===== src/rtl/pipe_pkg.sv =====
// Shared pipeline-control types: controller states, the per-stage strobe
// bundle with its canned values, and the bubble pattern for the ID/EX register.
package pipe_pkg;

  typedef enum logic [1:0] {
    RUN       = 2'd0,
    MD_WAIT   = 2'd1,
    EXC_DRAIN = 2'd2
  } state_t;

  // Stage enable/flush strobes driven onto the pipeline registers
  typedef struct packed {
    logic pc_write;
    logic pc_sel_exc;
    logic if_id_write;
    logic if_id_flush;
    logic id_ex_flush;
    logic ex_mem_flush;
    logic mem_wb_flush;
  } ctl_t;

  // Free-running pipeline, no hazards
  localparam ctl_t CTL_RUN = '{pc_write: 1'b1, pc_sel_exc: 1'b0, if_id_write: 1'b1,
                               if_id_flush: 1'b0, id_ex_flush: 1'b0,
                               ex_mem_flush: 1'b0, mem_wb_flush: 1'b0};

  // Hold PC and IF/ID, push a bubble into EX (load-use or mult/div wait)
  localparam ctl_t CTL_STALL = '{pc_write: 1'b0, pc_sel_exc: 1'b0, if_id_write: 1'b0,
                                 if_id_flush: 1'b0, id_ex_flush: 1'b1,
                                 ex_mem_flush: 1'b0, mem_wb_flush: 1'b0};

  // Taken branch: load the target and squash the two younger instructions
  localparam ctl_t CTL_BRANCH = '{pc_write: 1'b1, pc_sel_exc: 1'b0, if_id_write: 1'b1,
                                  if_id_flush: 1'b1, id_ex_flush: 1'b1,
                                  ex_mem_flush: 1'b0, mem_wb_flush: 1'b0};

  // Exception taken: load the vector and wipe every stage
  localparam ctl_t CTL_EXC = '{pc_write: 1'b1, pc_sel_exc: 1'b1, if_id_write: 1'b1,
                               if_id_flush: 1'b1, id_ex_flush: 1'b1,
                               ex_mem_flush: 1'b1, mem_wb_flush: 1'b1};

  // Follow-on drain cycles after an exception: keep fetching from the vector, flush all
  localparam ctl_t CTL_DRAIN = '{pc_write: 1'b1, pc_sel_exc: 1'b0, if_id_write: 1'b1,
                                 if_id_flush: 1'b1, id_ex_flush: 1'b1,
                                 ex_mem_flush: 1'b1, mem_wb_flush: 1'b1};

  // Held in reset: nothing advances, every register holds a bubble
  localparam ctl_t CTL_RESET = '{pc_write: 1'b0, pc_sel_exc: 1'b0, if_id_write: 1'b0,
                                 if_id_flush: 1'b1, id_ex_flush: 1'b1,
                                 ex_mem_flush: 1'b1, mem_wb_flush: 1'b1};

  // Control fields carried by ID/EX; a bubble has every one of them cleared
  typedef struct packed {
    logic       reg_write;
    logic       mem_read;
    logic       mem_write;
    logic       mem_to_reg;
    logic       branch;
    logic       alu_src;
    logic [3:0] alu_op;
  } ex_ctrl_t;

  localparam ex_ctrl_t BUBBLE_CTRL = '0;

endpackage


===== src/rtl/pipe_ctrl_sat_counter.sv =====
// Saturating up-counter used for the stall and flush performance counters.
module sat_counter #(
  parameter int WIDTH = 32
) (
  input  logic             clock,
  input  logic             reset,
  input  logic             inc,
  output logic [WIDTH-1:0] count
);

  // Count qualifying cycles and stick at all-ones instead of wrapping
  always_ff @(posedge clock or posedge reset) begin
    if (reset) begin
      count <= '0;
    end else if (inc && (count != '1)) begin
      count <= count + 1'b1;
    end
  end

endmodule


===== src/rtl/pipe_ctrl.sv =====
// Pipeline stall/flush controller: turns hazard, divider, branch and
// exception events into per-stage enable/flush strobes, and counts stalls
// and flushes. Strobes are combinational so a request acts in its own cycle.
module pipe_ctrl
  import pipe_pkg::*;
#(
  parameter int EXC_FLUSH_CYCLES = 2,
  parameter int CNT_W            = 32
) (
  input  logic             clock,
  input  logic             reset,
  input  logic             ID_EX_stall,
  input  logic             id_uses_md,
  input  logic             md_busy,
  input  logic             ex_branch_taken,
  input  logic             mem_exception,
  output logic             pc_write,
  output logic             pc_sel_exc,
  output logic             if_id_write,
  output logic             if_id_flush,
  output logic             id_ex_flush,
  output logic             ex_mem_flush,
  output logic             mem_wb_flush,
  output logic [CNT_W-1:0] stall_cnt,
  output logic [CNT_W-1:0] flush_cnt
);

  localparam int DRAIN_W = (EXC_FLUSH_CYCLES > 1) ? $clog2(EXC_FLUSH_CYCLES) : 1;
  localparam logic [DRAIN_W-1:0] DRAIN_INIT = DRAIN_W'(EXC_FLUSH_CYCLES - 1);

  state_t             state;
  state_t             next_state;
  logic [DRAIN_W-1:0] drain_cnt;
  logic [DRAIN_W-1:0] next_drain;
  ctl_t               ctl;
  logic               stall_inc;
  logic               flush_inc;

  // Decode strobes and next state; exception beats branch beats MD wait beats load-use
  always_comb begin
    ctl        = CTL_RUN;
    next_state = state;
    next_drain = drain_cnt;
    if (reset) begin
      ctl        = CTL_RESET;
      next_state = RUN;
      next_drain = '0;
    end else if (state == EXC_DRAIN) begin
      ctl = CTL_DRAIN;
      if (drain_cnt != '0) begin
        next_drain = drain_cnt - 1'b1;
      end
      if (drain_cnt <= DRAIN_W'(1)) begin
        next_state = RUN;
      end
    end else if (mem_exception) begin
      ctl = CTL_EXC;
      if (EXC_FLUSH_CYCLES > 1) begin
        next_state = EXC_DRAIN;
        next_drain = DRAIN_INIT;
      end else begin
        next_state = RUN;
      end
    end else if (ex_branch_taken) begin
      ctl        = CTL_BRANCH;
      next_state = RUN;
    end else if (md_busy && (id_uses_md || (state == MD_WAIT))) begin
      ctl        = CTL_STALL;
      next_state = MD_WAIT;
    end else if (ID_EX_stall) begin
      ctl        = CTL_STALL;
      next_state = RUN;
    end else begin
      next_state = RUN;
    end
  end

  // Controller state and exception drain counter; reset aborts any wait or drain
  always_ff @(posedge clock or posedge reset) begin
    if (reset) begin
      state     <= RUN;
      drain_cnt <= '0;
    end else begin
      state     <= next_state;
      drain_cnt <= next_drain;
    end
  end

  assign pc_write     = ctl.pc_write;
  assign pc_sel_exc   = ctl.pc_sel_exc;
  assign if_id_write  = ctl.if_id_write;
  assign if_id_flush  = ctl.if_id_flush;
  assign id_ex_flush  = ctl.id_ex_flush;
  assign ex_mem_flush = ctl.ex_mem_flush;
  assign mem_wb_flush = ctl.mem_wb_flush;

  assign stall_inc = !reset && !ctl.pc_write;
  assign flush_inc = !reset && ctl.if_id_flush;

  sat_counter #(.WIDTH(CNT_W)) u_stall_cnt (
    .clock (clock),
    .reset (reset),
    .inc   (stall_inc),
    .count (stall_cnt)
  );

  sat_counter #(.WIDTH(CNT_W)) u_flush_cnt (
    .clock (clock),
    .reset (reset),
    .inc   (flush_inc),
    .count (flush_cnt)
  );

endmodule


===== config.mk =====
export PLATFORM = sky130hd
export DESIGN_NAME = pipe_ctrl
export DESIGN_NICKNAME = d
export VERILOG_FILES = /design/src/rtl/pipe_pkg.sv /design/src/rtl/pipe_ctrl_sat_counter.sv /design/src/rtl/pipe_ctrl.sv
export SDC_FILE = /design/constraint.sdc
export NUM_CORES = 1
export LEC_CHECK = 0
export BUFFER_PORTS_ARGS = -buffer_cell sky130_fd_sc_hd__buf_4
export CAP_MARGIN = 5
export CORE_UTILIZATION = 58
export CTS_CLUSTER_SIZE = 28
export DETAILED_ROUTE_END_ITERATION = 8
export HOLD_SLACK_MARGIN = 0.02
export PLACE_DENSITY = 0.84
export SLEW_MARGIN = 25
export SYNTH_ARGS = -nofsm -noshare
export SYNTH_HDL_FRONTEND = slang
export SYNTH_HIERARCHICAL = 1
export SYNTH_SLANG_ARGS = --single-unit

===== constraint.sdc =====
create_clock -name clock -period 7.5 [get_ports clock]
set_clock_uncertainty 0.15 [all_clocks]
set_input_delay 0.75 -clock clock [delete_from_list [all_inputs] [get_ports clock]]
set_output_delay 0.75 -clock clock [all_outputs]
set_load 0.03 [all_outputs]

==> results_tabular.tex, run 1 <==
\begin{tabular}{lr}
\hline
Metric & Value \\
\hline
\multicolumn{2}{l}{\textbf{Die}} \\
\# rows & 27 \\
Die Span Y & 78.3 um \\
Core ar. & 0.00554 mm2 \\
Die Area & 0.00612 mm2 \\
Chip Width & 78.3 um \\
I/O pin total & 78 \\
Effective utilization at floorplan & 0.609 \\
\multicolumn{2}{l}{\textbf{Power}} \\
Static leakage & 0.00196 uW \\
Max IR drop VDD & 0.000181 V \\
Power per cell area & 224 mW/mm2 \\
\multicolumn{2}{l}{\textbf{Global routing}} \\
Overall global routing resource usage & 0.266 \\
Pin count of the biggest net entering global routing & 33 \\
First-pass GRT wire length & 12600 um \\
Vias in the first global route & 2659 \\
GRT Residual Overflow & 0 \\
Number of antenna violations at the first check in global routing & 0 \\
\multicolumn{2}{l}{\textbf{Detailed routing}} \\
Vias/cell & 5.79 \\
Number of violations reported at the end of detailed-routing iteration 0 & 146 \\
Via count of the routed design & 2722 \\
DRC violation count after routing & 0 \\
Routed wire per std cell & 15.8 um \\
Detailed-routing iteration count for the pre-antenna-repair pass & 4 \\
Routed wire length & 7420 um \\
Remaining number of nets flagged by the antenna check after routing & 0 \\
\multicolumn{2}{l}{\textbf{Clocking}} \\
TritonCTS clock tree & built \\
Number of buffers created by CTS & 9 \\
Clk buf depth & 2 \\
Total number of H-tree levels & 3 \\
Post-CTS Setup Bufs & 0 \\
Count of instances resized after the clock tree is built & 0 \\
Clk Tree Root Cell & clkbuf\_8 \\
Reg clk slew, reported paths & 70 ps \\
Sink Count & 66 \\
Insertion delay of the later-clocked pin in the worst-skew pair & 340 ps \\
Hold buffers post-CTS & 0 \\
\multicolumn{2}{l}{\textbf{Place}} \\
Placer congestion estimate & 0.854 \\
Estimated wirelength of the detail-placed design & 5150 um \\
Minimum setup slack after placement & 4170 ps \\
Buffers added on ports & 77 \\
\multicolumn{2}{l}{\textbf{Timing}} \\
Post-route setup slack & 4450 ps \\
Post-Route Setup TNS & 0 ps \\
Tightest Pin Transition & 901 ps \\
Timing-limited maximum frequency & 0.328 GHz \\
Number of hold-slack violations in the final timing report & 0 \\
Setup-violating endpoint count in the final report & 0 \\
Max-slew violation count & 0 \\
Ratio of final minimum period to clock period & 0.407 \\
Rel. slew slack & 0.395 \\
RSZ-0062 raised after global routing & false \\
Tmin final & 3050 ps \\
\multicolumn{2}{l}{\textbf{Yosys}} \\
Number of storage elements in the synthesis netlist & 66 \\
Register area share after synthesis & 0.490 \\
Ys flop type & dfrtp\_1 \\
Post-synthesis average cell area & 10.8 um2 \\
Fraction of synthesis flops using an asynchronous set or reset pin & 1.00 \\
Warnings, synthesis & 6 \\
Cell variety after synth & 52 \\
Post-Syn Nets & 320 \\
Number of enable-type register cells in the synthesized netlist & 0 \\
Mapped Cells & 311 \\
Synthesized cell area & 0.00337 mm2 \\
\multicolumn{2}{l}{\textbf{Worst setup path}} \\
Arrival time reported for the critical path endpoint & 3160 ps \\
Sequence of cells on the critical path & buf\_4 > nor2\_4 > nand3\_2 > a21oi\_1 > nand3\_1 > or4\_4 > a311oi\_4 > nand3\_1 > xnor2\_1 \\
Kind of end point of the critical path & flip-flop \\
Most repeated library cell on the critical path & nand3\_1 \\
Startpoint type of the worst setup path & input port \\
CP Data Required Time & 7610 ps \\
Master of the slowest instance on the critical path & a311oi\_4 \\
Max Fanout on Critical Path & 10 \\
Buffer and inverter count on the worst path & 1 \\
Slowest stage delay, CP & 520 ps \\
Top delay family on crit path & simple AND/OR/NAND/NOR gates \\
Startpoint-to-endpoint class of the critical path & in2reg \\
\multicolumn{2}{l}{\textbf{Layout}} \\
Signed area change from the synthesized netlist to the final layout & 25.4\% \\
Fill cell total of the finished layout & 385 \\
Fraction of layout cells with a size suffix above 1 & 0.304 \\
Total area of multi-input combinational cells & 0.00164 mm2 \\
Sequential cell area & 0.00165 mm2 \\
Final net count & 402 \\
Ant diodes & 0 \\
\multicolumn{2}{l}{\textbf{Min path}} \\
Worst hold path class & in2async \\
\multicolumn{2}{l}{\textbf{Run status}} \\
Run status & finished, final reports clean \\
\multicolumn{2}{l}{\textbf{Run}} \\
Number of max-capacitance violations reported & 0 \\
\hline
\end{tabular}
placed cells by master (no fill, tap or decap), types with 3 or more instances in the layout:
cell type / count
buf_4: 79
nand4_1: 21
nor3_1: 3
clkbuf_8: 10
nand2_1: 17
a31oi_1: 3
inv_1: 10
xor2_1: 5
xnor2_1: 50
nor4_1: 4
and3_1: 16
dfrtp_1: 66
a21oi_1: 5
nor2_1: 17
nand3_1: 41
final cells by class:
type	instances	area share
clock buffer	11	0.0334
clock inverter	5	0.0183
inverter	11	0.00976
multi-input combinational	226	0.387
sequential	66	0.390
tap	72	0.0213
timing repair buffer	79	0.140
cells by family (layout without fill, tap and decap cells):
| logic type | after synthesis | in the layout | share of synthesized area |
|---|---|---|---|
| and+or+nand+nor | 145 | 145 | 0.266 |
| muxes | 4 | 4 | 0.0141 |
| adders and majority gates | 2 | 2 | 0.00742 |
| xor gates and xnor gates | 55 | 55 | 0.143 |
| AOI/OAI and AO/OA | 20 | 20 | 0.0553 |
| DFF | 66 | 66 | 0.490 |
| buffers and inverters | 19 | 106 | 0.0252 |
metal layers:
layer	vias to the layer above	share of wire	track usage
met4	0	0.026	0.154
met3	22	0.053	0.0453
met2	101	0.50	0.422
met1	1324	0.42	0.343
met5	-	0	0
li1	1275	-	-
flip-flops by register name (all words and copies together), names as in the netlist:
signal,count
state,2
u_flush_cnt/count,32
u_stall_cnt/count,32
power breakdown:
| part | leakage (uW) | internal [uW] | switching (uW) |
|---|---|---|---|
| combinational | 0.000965 | 76.8 | 115 |
| clock | 0.000109 | 195 | 135 |
| sequential | 0.000887 | 385 | 39.4 |
path summary, 6_finish.rpt:
kind                                                       start                                end  slack (ps)  depth (start not counted)
worst max-delay path                             ex_branch_taken  u_stall_cnt/count[29]$_DFFE_PP0P_        4450                          9
worst min-delay path                                       reset                 state[1]$_DFF_PP0_         150                          2
worst max register to register                state[1]$_DFF_PP0_  u_stall_cnt/count[29]$_DFFE_PP0P_        4580                          8
worst min register to register  u_flush_cnt/count[5]$_DFFE_PP0P_   u_flush_cnt/count[5]$_DFFE_PP0P_         350                          1
max in group asynchronous                                  reset   u_flush_cnt/count[2]$_DFFE_PP0P_        6520                          3
min in group clock              u_flush_cnt/count[5]$_DFFE_PP0P_   u_flush_cnt/count[5]$_DFFE_PP0P_         350                          1
through the flow:
step	power [uW]	utilization	cells	cell area (um2)	hold slack, ps
final	947	0.764	470	4230	153
after global routing	988	0.764	470	4230	148
after CTS	955	0.764	470	4230	138
after detailed placement	623	0.724	454	4010	337
after global placement	617	0.724	454	4010	327
after floorplan	551	-	311	3370	351
synthesized netlist by cell type, types with 3 or more instances:
| cell | instances | area (um2) |
|---|---|---|
| dfrtp_1 | 66 | 1650 |
| xnor2_1 | 50 | 438 |
| nand3_1 | 41 | 205 |
| nand4_1 | 21 | 131 |
| nand2_1 | 17 | 63.8 |
| nor2_1 | 17 | 63.8 |
| and3_1 | 16 | 100 |
| inv_1 | 10 | 37.5 |
| a21oi_1 | 5 | 25.0 |
| xor2_1 | 5 | 43.8 |
| nor4_1 | 4 | 25.0 |
| a31oi_1 | 3 | 18.8 |
| buf_4 | 3 | 22.5 |
| clkbuf_1 | 3 | 11.3 |
| nor3_1 | 3 | 15.0 |
worst register-to-register path: stages (launching register included):
cell	delay, ps
dfrtp_1	400
nand2b_2	130
nand3_2	130
a21oi_1	420
nand3_1	180
or4_4	450
a311oi_4	520
nand3_1	210
xnor2_1	240
Note: power is estimated with default switching activity, not from simulation.
==> run 2: changes to the inputs <==
- CORE_UTILIZATION: 58 -> 49
- PLACE_DENSITY: 0.84 -> 0.76
- clock period: 7.5 -> 2.8 ns (I/O delays scaled with it)
==> run 2 against run 1 <==
Compared with the run above: the run now ends with design-rule violations left; via count up 1.2%; largest cell class unchanged; critical path type unchanged; combinational power rose to 2.7 times the previous value; global-route usage is 4.1 points lower; die area grew 18%; clock power grew 110%; first-iteration DRC count grew 17%; critical path depth is 3 higher; flip-flop and latch count unchanged; highest routed layer unchanged.
==> results_tabular.tex, run 2 (synthesized netlist as in run 1, its figures left out) <==
\begin{tabular}{lr}
\hline
Metric & Value \\
\hline
\multicolumn{2}{l}{\textbf{Run status}} \\
Run status & finished, violations left \\
Failing checks & design-rule violations \\
\multicolumn{2}{l}{\textbf{Die}} \\
I/O pin total & 78 (unchanged) \\
Chip Width & 85.0 um (+8.6\%) \\
Die Area & 0.00722 mm2 (+18\%) \\
\# rows & 29 (+7.4\%) \\
Core ar. & 0.00649 mm2 (+17\%) \\
Die Span Y & 85.0 um (+8.6\%) \\
Effective utilization at floorplan & 0.519 (-0.0895) \\
\multicolumn{2}{l}{\textbf{Worst setup path}} \\
Kind of end point of the critical path & flip-flop \\
CP Data Required Time & 2870 ps (-4740 ps) \\
Arrival time reported for the critical path endpoint & 2750 ps (-410 ps) \\
Startpoint type of the worst setup path & input port \\
Depth of the worst register-to-register path & 10 (+2) \\
CP Launch Point & reset \\
Startpoint-to-endpoint class of the critical path & in2reg \\
Worst R2R Start & state[1]\$\_DFF\_PP0\_ \\
Max Fanout on Critical Path & 7 (-3) \\
\multicolumn{2}{l}{\textbf{Detailed routing}} \\
Vias/cell & 5.67 (-2.2\%) \\
Routed wire per std cell & 15.5 um (-1.5\%) \\
Number of violations reported at the end of detailed-routing iteration 0 & 171 (+17\%) \\
Routed wire length & 7550 um (+1.8\%) \\
Detailed-routing iteration count for the pre-antenna-repair pass & 6 (+2) \\
DRC violation count after routing & 5 (+5) \\
Via count of the routed design & 2754 (+1.2\%) \\
Remaining number of nets flagged by the antenna check after routing & 0 (unchanged) \\
\multicolumn{2}{l}{\textbf{Layout}} \\
Fraction of layout cells with a size suffix above 1 & 0.323 (+0.0187) \\
Most frequent standard cell in the layout excluding fill and tap cells & buf\_4 \\
Area of all placed cells without fillers & 0.00429 mm2 (+1.3\%) \\
Top flop regs & u\_flush\_cnt/count (32), u\_stall\_cnt/count (32), state (2) \\
Commonest cells after routing, fill and taps aside & buf\_4, dfrtp\_1, xnor2\_1, nand3\_1, nand4\_1 \\
Signed area change from the synthesized netlist to the final layout & 27.1\% \\
Fill cell total of the finished layout & 512 (+33\%) \\
Final net count & 414 (+3.0\%) \\
Ant diodes & 0 (unchanged) \\
\multicolumn{2}{l}{\textbf{Clocking}} \\
Number of buffers created by CTS & 9 (unchanged) \\
Total number of H-tree levels & 3 (unchanged) \\
Sink Count & 66 (unchanged) \\
Reg clk slew, reported paths & 70 ps (about the same) \\
Clk buf depth & 2 (unchanged) \\
Insertion delay of the later-clocked pin in the worst-skew pair & 340 ps (about the same) \\
Clk Tree Root Cell & clkbuf\_8 \\
TritonCTS clock tree & built \\
\multicolumn{2}{l}{\textbf{Power}} \\
Power per cell area & 549 mW/mm2 (+150\%) \\
Max IR drop VDD & 0.000411 V (+130\%) \\
Static leakage & 0.00201 uW (+2.3\%) \\
\multicolumn{2}{l}{\textbf{Timing}} \\
Tightest Pin Transition & 673 ps (-227 ps) \\
RSZ-0062 raised after global routing & false \\
Tmin final & 2690 ps \\
Number of hold-slack violations in the final timing report & 0 (unchanged) \\
Ratio of final minimum period to clock period & 0.960 \\
Post-Route Setup TNS & 0 ps (unchanged) \\
Rel. slew slack & 0.550 (+0.155) \\
Timing-limited maximum frequency & 0.372 GHz \\
Setup-violating endpoint count in the final report & 0 (unchanged) \\
Max-slew violation count & 0 (unchanged) \\
\multicolumn{2}{l}{\textbf{Global routing}} \\
Pin count of the biggest net entering global routing & 33 (unchanged) \\
Overall global routing resource usage & 0.225 (-0.0410) \\
First-pass GRT wire length & 12600 um (+0.33\%) \\
Number of antenna violations at the first check in global routing & 0 (unchanged) \\
Vias in the first global route & 2594 (-2.4\%) \\
GRT Residual Overflow & 0 (unchanged) \\
\multicolumn{2}{l}{\textbf{Run}} \\
Number of max-capacitance violations reported & 0 (unchanged) \\
\multicolumn{2}{l}{\textbf{Min path}} \\
Worst hold path class & in2reg \\
Startpoint of the worst hold path & md\_busy \\
Min-Delay Path Depth & 3 \\
\multicolumn{2}{l}{\textbf{Place}} \\
Placer congestion estimate & 0.819 (-4.1\%) \\
Placed cell area & 0.00407 mm2 (+1.5\%) \\
Estimated wirelength of the detail-placed design & 5410 um (+5.0\%) \\
Buffers added on ports & 77 (unchanged) \\
\hline
\end{tabular}
==> run 2: changes by cell type in the layout (fill, tap and decap cells not counted), sizes merged <==
cell	delta
dlygate4sd3	+1
clkinv	+1
bufinv	-2
clkbuf	+1
buf	+11
clkinvlp	-1
==> run 2: area by class of cell <==
class                      instances  area, um2  area share
inverter                          11       41.3     0.00963
tap                               77       96.3      0.0225
clock inverter                     3       15.0     0.00350
multi-input combinational        226       1640       0.383
timing repair buffer              91        686       0.160
sequential                        66       1650       0.385
clock buffer                      12        155      0.0362
==> run 2: final timing paths <==
path                                                     end  slack (ps)
max                        u_stall_cnt/count[22]$_DFFE_PP0P_         110
min                                       state[0]$_DFF_PP0_          90
max reg2reg                u_stall_cnt/count[22]$_DFFE_PP0P_         320
min reg2reg                u_stall_cnt/count[10]$_DFFE_PP0P_         350
max in group asynchronous  u_flush_cnt/count[16]$_DFFE_PP0P_        1720
min in group asynchronous                 state[1]$_DFF_PP0_         260
==> run 2: metal layers <==
| layer | part of all wire | GRT usage | vias to the layer above |
|---|---|---|---|
| li1 | - | - | 1293 |
| met1 | 0.45 | 0.308 | 1360 |
| met3 | 0.055 | 0.0477 | 9 |
| met2 | 0.48 | 0.352 | 92 |
| met4 | 0.014 | 0.0847 | 0 |
| met5 | 0 | 0 | - |
==> run 2: power breakdown <==
part	internal [uW]	switching [uW]	leakage, uW
registers	1030	105	0.000887
logic	206	307	0.00103
clock network	361	344	0.0000920
total	1600	755	0.00201
==> run 2: timing repair <==
item / in CTS / in global routing
resized for setup: 0 / 1
hold endpoints to repair: 66 / 0
hold buffers: 1 / 0
endpoints found under the setup margin: 0 / 15
buffers inserted: 0 / 4
==> run 2: metrics by stage <==
step	setup slack [ps]	instances	total power (uW)	util	hold WS, ps
detailed placement	226	466	1660	0.627	44.4
global route	4.94	486	2480	0.660	87.8
finish	111	486	2350	0.660	87.1
floorplan	180	311	1470	-	-119
global placement	264	466	1650	0.627	37.8
CTS	53.6	482	2370	0.655	72.0
==> run 2: worst max-delay path, stage by stage <==
cell and delay, ps:
dlygate4sd3_1 530, buf_4 160, inv_2 100, nand3_2 100
a21oi_1 180, buf_4 170, nand2_1 60, or3_4 370
a2111oi_4 370, buf_4 200, nand3_1 90, xnor2_1 150
==> run 3: changes to the inputs <==
- CORE_UTILIZATION: 49 -> 48
- PLACE_DENSITY: 0.76 -> 0.74
- SYNTH_HIERARCHICAL: 1 -> not set
- TNS_END_PERCENT: not set -> 50
==> run 3 against run 2 <==
Compared with the run above: the run now ends clean; synthesized cell count fell by 0.64%; sequential share of layout area rose by 0.71 points; final cell count fell by 1.0%; clock power rose by 15%; synthesized area fell by 1.8%; critical endpoint is now pc_sel_exc; largest power group unchanged; register-to-register slack improved by 50 ps.
==> results_tabular.tex, run 3 <==
\begin{tabular}{lr}
\hline
Metric & Value \\
\hline
\multicolumn{2}{l}{\textbf{Timing}} \\
Tmin final & 2540 ps (-144 ps) \\
Max-slew violation count & 0 (unchanged) \\
RSZ-0062 raised after global routing & false \\
Rel. slew slack & 0.463 (-0.0869) \\
Number of hold-slack violations in the final timing report & 0 (unchanged) \\
Timing-limited maximum frequency & 0.393 GHz (+5.7\%) \\
Ratio of final minimum period to clock period & 0.909 (-0.0514) \\
Setup-violating endpoint count in the final report & 0 (unchanged) \\
Tightest Pin Transition & 798 ps (+125 ps) \\
Post-Route Setup TNS & 0 ps (unchanged) \\
\multicolumn{2}{l}{\textbf{Worst setup path}} \\
Startpoint-to-endpoint class of the critical path & in2out \\
Most repeated library cell on the critical path & buf\_4 \\
Startpoint type of the worst setup path & input port \\
Kind of end point of the critical path & output port \\
Top delay family on crit path & buffers and inverters \\
Max Fanout on Critical Path & 35 (+28) \\
Master of the slowest instance on the critical path & dlygate4sd3\_1 \\
Slowest stage delay, CP & 540 ps (about the same) \\
Buffer and inverter count on the worst path & 5 (unchanged) \\
Sequence of cells on the critical path & dlygate4sd3\_1 > buf\_4 > clkinvlp\_4 > buf\_4 > and3\_1 > buf\_4 \\
CP Data Required Time & 2370 ps (-500 ps) \\
Arrival time reported for the critical path endpoint & 2110 ps (-640 ps) \\
\multicolumn{2}{l}{\textbf{Place}} \\
Estimated wirelength of the detail-placed design & 5190 um (-4.0\%) \\
Buffers added on ports & 77 (unchanged) \\
Placer congestion estimate & 0.801 (-2.1\%) \\
Number of placed instances, taps included & 464 (-0.43\%) \\
\multicolumn{2}{l}{\textbf{Power}} \\
Combinational share of power & 0.236 (+0.018) \\
Static leakage & 0.00191 uW (-4.8\%) \\
Register share of total power & 0.457 (-0.026) \\
Power per cell area & 629 mW/mm2 (+15\%) \\
Clock power share & 0.307 (+0.008) \\
Cell-internal power & 1760 uW (+10\%) \\
Max IR drop VDD & 0.000690 V (+68\%) \\
Net switching fraction of the power & 0.335 (+0.0140) \\
Net switching power & 887 uW (+17\%) \\
\multicolumn{2}{l}{\textbf{Layout}} \\
Most frequent standard cell in the layout excluding fill and tap cells & buf\_4 \\
Fill cell total of the finished layout & 531 (+3.7\%) \\
Signed area change from the synthesized netlist to the final layout & 27.0\% (about the same) \\
Final net count & 408 (-1.4\%) \\
Non-filler instance count after layout & 481 (-1.0\%) \\
Fraction of layout cells with a size suffix above 1 & 0.285 (-0.0381) \\
Commonest cells after routing, fill and taps aside & buf\_4, dfrtp\_1, xnor2\_1, nand2\_1, nand3\_1 \\
Utilization after layout & 0.648 (-0.0119) \\
Top flop regs & u\_flush\_cnt.count (32), u\_stall\_cnt.count (32), state (2) \\
Ant diodes & 0 (unchanged) \\
\multicolumn{2}{l}{\textbf{Yosys}} \\
Cell accounting for the most synthesized area & dfrtp\_1 \\
Number of enable-type register cells in the synthesized netlist & 0 (unchanged) \\
Portion of netlist area occupied by mux cells & 0.0136 (-0.000500) \\
Share of the synthesized area in the top cell type & 0.498 (+0.00888) \\
Synthesized cell area & 0.00331 mm2 (-1.8\%) \\
Share of synthesized cell area in and, or, nand and nor gates & 0.276 (+0.0109) \\
Post-Syn Nets & 318 (-0.63\%) \\
Number of storage elements in the synthesis netlist & 66 (unchanged) \\
Warnings, synthesis & 0 (-6) \\
Cell variety after synth & 43 (-17\%) \\
Post-synthesis average cell area & 10.7 um2 (-1.1\%) \\
Main combinational cell family by area after synthesis & simple AND/OR/NAND/NOR gates \\
Most instantiated cells after synthesis & dfrtp\_1, xnor2\_1, nand2\_1 \\
Post-synthesis share of cell area spent on xor and xnor gates & 0.148 (+0.00523) \\
Synth Area in Compound Gates & 0.0442 (-0.0111) \\
Mapped Cells & 309 (-0.64\%) \\
Most instantiated library cell after synthesis & dfrtp\_1 \\
Ys flop type & dfrtp\_1 \\
Adder-cell area share of the yosys netlist & 0.00755 (+0.000134) \\
Top post-synthesis cells by area & dfrtp\_1, xnor2\_1, xor2\_1, nand4\_1, nand2\_1 \\
Fraction of synthesis flops using an asynchronous set or reset pin & 1.00 (unchanged) \\
Register area share after synthesis & 0.498 (+0.00888) \\
\multicolumn{2}{l}{\textbf{Die}} \\
\# rows & 29 (unchanged) \\
I/O pin total & 78 (unchanged) \\
Chip Width & 85.1 um (+0.13\%) \\
Core ar. & 0.00649 mm2 (unchanged) \\
Die Area & 0.00724 mm2 (+0.26\%) \\
Die Span Y & 85.1 um (+0.13\%) \\
Effective utilization at floorplan & 0.510 (-0.00925) \\
\multicolumn{2}{l}{\textbf{Clocking}} \\
Reg clk slew, reported paths & 70 ps (about the same) \\
TritonCTS clock tree & built \\
Total number of H-tree levels & 3 (unchanged) \\
Sink Count & 66 (unchanged) \\
Count of instances resized after the clock tree is built & 0 (unchanged) \\
Clk buf depth & 2 (unchanged) \\
Insertion delay of the later-clocked pin in the worst-skew pair & 340 ps (about the same) \\
Number of buffers created by CTS & 9 (unchanged) \\
Clk Tree Root Cell & clkbuf\_8 \\
\multicolumn{2}{l}{\textbf{Detailed routing}} \\
Vias/cell & 5.51 (-2.8\%) \\
Routed wire length & 7060 um (-6.5\%) \\
DRC violation count after routing & 0 (-5) \\
Remaining number of nets flagged by the antenna check after routing & 0 (unchanged) \\
Number of violations reported at the end of detailed-routing iteration 0 & 116 (-32\%) \\
Detailed-routing iteration count for the pre-antenna-repair pass & 4 (-2) \\
Via count of the routed design & 2648 (-3.8\%) \\
Routed wire per std cell & 14.7 um (-5.5\%) \\
\multicolumn{2}{l}{\textbf{Global routing}} \\
GRT Residual Overflow & 0 (unchanged) \\
Pin count of the biggest net entering global routing & 36 (+9.1\%) \\
First-pass GRT wire length & 12100 um (-4.2\%) \\
Number of antenna violations at the first check in global routing & 0 (unchanged) \\
Vias in the first global route & 2571 (-0.89\%) \\
Overall global routing resource usage & 0.214 (-0.0108) \\
\multicolumn{2}{l}{\textbf{Run status}} \\
Run status & finished, final reports clean \\
\multicolumn{2}{l}{\textbf{Min path}} \\
Worst hold path class & in2reg \\
\multicolumn{2}{l}{\textbf{Run}} \\
Number of max-capacitance violations reported & 0 (unchanged) \\
\hline
\end{tabular}
run 3: changes by cell type after synthesis, moves of 4 or more:
cell / previous run / this run
nor3_1: 3 / 17
nand3_1: 41 / 22
xor2_1: 5 / 21
inv_1: 10 / 5
nand2_1: 17 / 31
nand2b_1: 0 / 4
and3_1: 16 / 7
xnor2_1: 50 / 35
run 3: worst min-delay path, delay by kind of cell:
family                 cells  cell delay [ps]
AND/OR/NAND/NOR            1               50
buffers and inverters      1              120
AO/OA/AOI/OAI              1               60
run 3: layout make-up:
class                      instances  area, um2  share of cell area
timing repair buffer              82        618               0.147
sequential                        66       1650               0.392
multi-input combinational        235       1620               0.386
inverter                           5       22.5             0.00535
tap                               77       96.3              0.0229
clock buffer                      14        163              0.0386
clock inverter                     2       35.0             0.00832
run 3: per-layer routing:
metal,part of all wire,up-vias,global-route usage
met3,0.050,10,0.0370
met1,0.47,1271,0.289
met2,0.47,76,0.342
met4,0.016,0,0.0909
li1,-,1291,-
met5,0,-,0
run 3: power by group through the flow:
stage,combinational [uW],clock [uW],sequential (uW)
floorplan,199,0,1410
global placement,618,0,1220
detailed placement,632,0,1220
CTS,634,827,1210
global route,677,873,1230
finish,626,812,1210
run 3: what timing repair did:
action | in CTS | in global routing
hold buffers | 1 | 0
hold endpoints to repair | 13 | 0
setup buffers | 0 | 0
run 3: cells by family (layout without fill, tap and decap cells):
group | after synthesis | after routing
fa+ha+maj | 2 | 2
flops | 66 | 66
buf+inv | 8 | 103
simple gates | 156 | 156
mux | 4 | 4
compound gates | 17 | 17
xor+xnor | 56 | 56
run 3: per-stage QoR:
stage / area, um2 / setup slack [ps] / power [uW] / hold WS (ps)
global placement: 4000 / 434 / 1840 / 148
CTS: 4210 / 188 / 2670 / 45.1
floorplan: 3320 / 222 / 1600 / 266
detailed placement: 4000 / 402 / 1860 / 157
finish: 4210 / 255 / 2650 / 48.9
global route: 4210 / 74.9 / 2780 / 59.3
run 3: worst paths after layout:
check,startpoint,endpoint,slack (ps),cells past startpoint
worst max-delay path,reset,pc_sel_exc,260,6
worst min-delay path,md_busy,state[0]$_DFF_PP0_,50,3
worst max register to register,u_flush_cnt.count[0]$_DFFE_PP0P_,u_flush_cnt.count[6]$_DFFE_PP0P_,370,7
worst min register to register,u_stall_cnt.count[9]$_DFFE_PP0P_,u_stall_cnt.count[9]$_DFFE_PP0P_,360,1
max in group asynchronous,reset,u_flush_cnt.count[7]$_DFFE_PP0P_,1410,4
min in group asynchronous,reset,u_stall_cnt.count[14]$_DFFE_PP0P_,340,3
